--- config.mk ---
export PLATFORM = sky130hd
export DESIGN_NAME = simple_cnt_core
export DESIGN_NICKNAME = d
export VERILOG_FILES = /design/src/rtl/simple_cnt_core.sv
export SDC_FILE = /design/constraint.sdc
export NUM_CORES = 1
export LEC_CHECK = 0
export CAP_MARGIN = 10
export CORE_UTILIZATION = 30
export DETAILED_ROUTE_END_ITERATION = 8
export GPL_ROUTABILITY_DRIVEN = 0
export GPL_TIMING_DRIVEN = 0
export SYNTH_ARGS = -nofsm -noshare
export SYNTH_HDL_FRONTEND = slang
export SYNTH_SLANG_ARGS = --single-unit
--- constraint.sdc ---
create_clock -name clk_i -period 3.4 [get_ports clk_i]
set_clock_uncertainty 0.1 [all_clocks]
set_input_delay 0.51 -clock clk_i [delete_from_list [all_inputs] [get_ports clk_i]]
set_output_delay 0.51 -clock clk_i [all_outputs]
set_load 0.05 [all_outputs]
--- src/rtl/simple_cnt_core.sv ---
// Up-counter with programmable wrap threshold, terminal-count pulse and a
// zero-wait-state valid/ready register file (CTRL, STATUS, THR).
module simple_cnt_core #(
    parameter int W = 32
) (
    input  logic         clk_i,
    input  logic         rst_ni,
    input  logic         reg_valid_i,
    input  logic         reg_write_i,
    input  logic [3:0]   reg_wstrb_i,
    input  logic [31:0]  reg_addr_i,
    input  logic [31:0]  reg_wdata_i,
    output logic         reg_error_o,
    output logic         reg_ready_o,
    output logic [31:0]  reg_rdata_o,
    input  logic         ld_i,
    input  logic [W-1:0] ld_val_i,
    output logic [W-1:0] cnt_o,
    output logic         clr_o,
    output logic         tc_o
);

    generate
        if (W < 1 || W > 32) begin : g_bad_w
            $error("simple_cnt_core: W must be in 1..32");
        end
    endgenerate

    logic         en;
    logic         clr;
    logic         tc_sticky;
    logic [31:0]  thr;
    logic [W-1:0] cnt;

    logic [3:0] off;
    logic       hit_ctrl, hit_status, hit_thr, mapped;
    logic       wr_ctrl, wr_status, wr_thr;
    logic       at_thr;

    assign off        = reg_addr_i[3:0];
    assign hit_ctrl   = (off == 4'h0);
    assign hit_status = (off == 4'h4);
    assign hit_thr    = (off == 4'h8);
    assign mapped     = hit_ctrl | hit_status | hit_thr;

    assign wr_ctrl    = reg_valid_i & reg_write_i & hit_ctrl;
    assign wr_status  = reg_valid_i & reg_write_i & hit_status;
    assign wr_thr     = reg_valid_i & reg_write_i & hit_thr;

    assign reg_ready_o = reg_valid_i;
    assign reg_error_o = reg_valid_i & ~mapped;

    always_comb begin
        reg_rdata_o = 32'h0;
        if (reg_valid_i) begin
            if (hit_ctrl)   reg_rdata_o = {31'h0, en};
            if (hit_status) reg_rdata_o = {31'h0, tc_sticky};
            if (hit_thr)    reg_rdata_o = thr;
        end
    end

    assign at_thr = (cnt == thr[W-1:0]);
    assign tc_o   = en & ~clr & ~ld_i & at_thr;
    assign cnt_o  = cnt;
    assign clr_o  = clr;

    // CLR is a one-shot: it only lives for the cycle after the CTRL write.
    always_ff @(posedge clk_i or negedge rst_ni) begin
        if (!rst_ni) begin
            en  <= 1'b0;
            clr <= 1'b0;
        end else begin
            clr <= wr_ctrl & reg_wstrb_i[0] & reg_wdata_i[1];
            if (wr_ctrl && reg_wstrb_i[0]) en <= reg_wdata_i[0];
        end
    end

    // A new terminal count beats a simultaneous write-1-to-clear.
    always_ff @(posedge clk_i or negedge rst_ni) begin
        if (!rst_ni) begin
            tc_sticky <= 1'b0;
        end else if (tc_o) begin
            tc_sticky <= 1'b1;
        end else if (wr_status && reg_wstrb_i[0] && reg_wdata_i[0]) begin
            tc_sticky <= 1'b0;
        end
    end

    always_ff @(posedge clk_i or negedge rst_ni) begin
        if (!rst_ni) begin
            thr <= 32'hFFFF_FFFF;
        end else if (wr_thr) begin
            for (int b = 0; b < 4; b++)
                if (reg_wstrb_i[b]) thr[8*b +: 8] <= reg_wdata_i[8*b +: 8];
        end
    end

    always_ff @(posedge clk_i or negedge rst_ni) begin
        if (!rst_ni)          cnt <= '0;
        else if (clr)         cnt <= '0;
        else if (ld_i)        cnt <= ld_val_i;
        else if (en && at_thr) cnt <= '0;
        else if (en)          cnt <= cnt + W'(1);
    end

    logic unused_addr;
    assign unused_addr = ^reg_addr_i[31:4];

endmodule

==> results.sh <==
export IMPL_cpMaxStageDelayCell="or4_4"
export IMPL_yosysWarningCount=0
export IMPL_totalWireLength_um=16000
export IMPL_avgSynthCellArea_um2=9.25
export IMPL_syn_nets=584
export IMPL_critPathKind="reg -> out"
export IMPL_drv_cap=0
export IMPL_r2r_start="cnt_o[28]"
export IMPL_critPathBufInv=1
export IMPL_arrival_ns=2.67
export IMPL_ys_seq_area_frac=0.388
export IMPL_fin_cells=817
export IMPL_die_h_um=123
export IMPL_ys_ff_latch=67
export IMPL_r2r_end="cnt_o[27]"
export IMPL_grt_antenna_before_repair=0
export IMPL_drive_gt1_frac=0.162
export IMPL_drtPass1Iterations=5
export IMPL_grt_pass1_vias=4535
export IMPL_critPathTopFamily="simple AND/OR/NAND/NOR gates"
export IMPL_numClockSinks=67
export IMPL_leakage_nw=2.60
export IMPL_yosysTopAreaCellShare=0.198
export IMPL_cp_data_required_time_ns=2.79
export IMPL_cp_common_cell="nand4_1"
export IMPL_grt_max_degree=68
export IMPL_cts_buffer_depth=2
export IMPL_clk_latency_ns=0.34
export IMPL_reg2reg_depth=8
export IMPL_area_growth_pct=44.7
export IMPL_post_drt_wl_per_cell_um=19.6
export IMPL_syn_inst=478
export IMPL_hold_violations=0
export IMPL_worstMarginPinSlew_ns=0.888
export IMPL_ys_flop_type="dfrtp_1"
export IMPL_path_depth=7
export IMPL_netlist_top_cell_by_area="dfrtp_1"
export IMPL_critPathLaunchType="flip-flop"
export IMPL_cpPeakStageDelay_ns=0.60
export IMPL_synth_area_mm2=0.00442
export IMPL_ios=173
export IMPL_startpoint="cnt_o[14]"
export IMPL_clock_fmax_ghz=0.305
export IMPL_grtUsageTotal=0.217
export IMPL_n_antenna_cell=0
export IMPL_drc=0
export IMPL_synthArstFlopShare=1.00
export IMPL_fin_setup_tns_ns=0
export IMPL_critPathMaxFanout=8
export IMPL_vdd_drop_max_uv=258
export IMPL_place_inst=801
export IMPL_grt_overflow_total=0
export IMPL_rows=43
export IMPL_num_vias=4462
export IMPL_synth_edf_count=0
export IMPL_status="completed"
export IMPL_setup_ws_ns=0.120
export IMPL_pre_cts_ws_ns=-0.465
export IMPL_cts_buffers_inserted=9
export IMPL_ys_types=55
export IMPL_post_cts_setup_buffers=0
export IMPL_end_kind="output pin"
export IMPL_post_route_period_util=0.965
export IMPL_root_buffer="clkbuf_16"
export IMPL_ys_top_cells_by_area="dfrtp_1, dfstp_2, mux2_2"
export IMPL_path_cells="xnor2_1, nand4_1, nor4_2, nand4_1, or4_4, nor2_1, buf_4"
export IMPL_hp_class="in -> async"
export IMPL_core_mm2=0.0141
export IMPL_drt_initial_drc_count=301
export IMPL_finalMaxSlewViolations=0
export IMPL_cts_tree="built"
export IMPL_slew_headroom=0.408
export IMPL_h_tree_depth=3
export IMPL_nets=738
export IMPL_die_area_mm2=0.0152
export IMPL_dpl_hpwl_um=12100
export IMPL_ys_top_cells_by_count="nand2_1, dfrtp_1, and2_1"
export IMPL_port_buffers=143
export IMPL_postRouteAntennaNets=0
export IMPL_grt_pass1_wl_um=24600
export IMPL_crit_end="tc_o"
export IMPL_start_util=0.312
export IMPL_rrSetupSlack_ns=0.31
export IMPL_yosysMostFrequentCell="nand2_1"
export IMPL_cts_clk_slew_worst_paths_ns=0.06
export IMPL_period_needed_ns=3.28
export IMPL_vias_per_cell=5.46
export IMPL_finalSetupViolCount=0
export IMPL_p_per_area_mw_per_mm2=491
export IMPL_die_w_um=123
-- kinds of logic after synthesis --
logic type / share of synthesized area
xor gates and xnor gates: 0.0793
and+or+nand+nor: 0.268
adders and majority gates: 0.00283
DFF: 0.388
buffers and inverters: 0.0362
muxes: 0.0861
AOI/OAI and AO/OA: 0.139
-- cell type report --
class	instances	area, um^2
plain buffers	30	130
clock buffers	10	229
clock inverters	6	80.1
fillers	1380	7750
inverters	8	30.0
multi-input cells	373	2590
flip-flops and latches	67	1720
well taps	180	225
repair buffers	143	1390
-- placed cells by master, fill, tap and decap left out, types with 14 or more instances in the layout --
cell             instances
clkdlybuf4s50_1        111
dfstp_2                 32
mux2_2                  32
a21oi_1                 22
nand4_1                 22
nor2_1                  19
xnor2_1                 27
dfrtp_1                 34
clkbuf_1                22
o21ai_0                 14
and2_1                  34
nand2_1                 42
nand3_1                 23
dlygate4sd2_1           29
-- flip-flops by register name, summed over array words and instances, names as in the netlist --
signal,flops
clr_o,1
tc_sticky,1
thr,32
en,1
cnt_o,32
-- repair_timing --
action,CTS,global route
pin swaps,0,0
resized for setup,39,7
setup endpoints to repair,32,31
hold buffers,0,0
-- worst min-delay path by stage --
stage	to	startpoint	cells past startpoint
floorplan	clr_o	rst_ni	0
global placement	tc_sticky	tc_sticky	2
detailed placement	tc_sticky	tc_sticky	2
CTS	cnt_o[13]	rst_ni	1
global route	cnt_o[2]	rst_ni	1
finish	cnt_o[2]	rst_ni	1
-- layer usage --
| layer | global-route usage | share of wire |
|---|---|---|
| met1 | 0.286 | 0.44 |
| met5 | 0 | 0 |
| met4 | 0.111 | 0.031 |
| met3 | 0.0526 | 0.079 |
| met2 | 0.330 | 0.45 |
-- power by group --
| part | internal, mW | total, mW | switching [mW] | leakage (nW) |
|---|---|---|---|---|
| Combinational | 0.429 | 1.02 | 0.587 | 1.71 |
| Sequential | 0.949 | 1.14 | 0.187 | 0.740 |
| Clock | 0.635 | 0.987 | 0.351 | 0.148 |
| Total | 2.01 | 3.14 | 1.13 | 2.60 |
-- through the flow --
step	power, mW	hold WS (ns)	utilization	cell area (um^2)
final	3.14	0.195	0.452	6400
after global routing	3.28	0.257	0.452	6400
after CTS	3.15	0.219	0.450	6360
after detailed placement	2.14	0.415	0.429	6070
after global placement	2.12	0.429	0.429	6080
after floorplan	1.72	0.114	-	4420
Power figures use the tool's default switching activity.
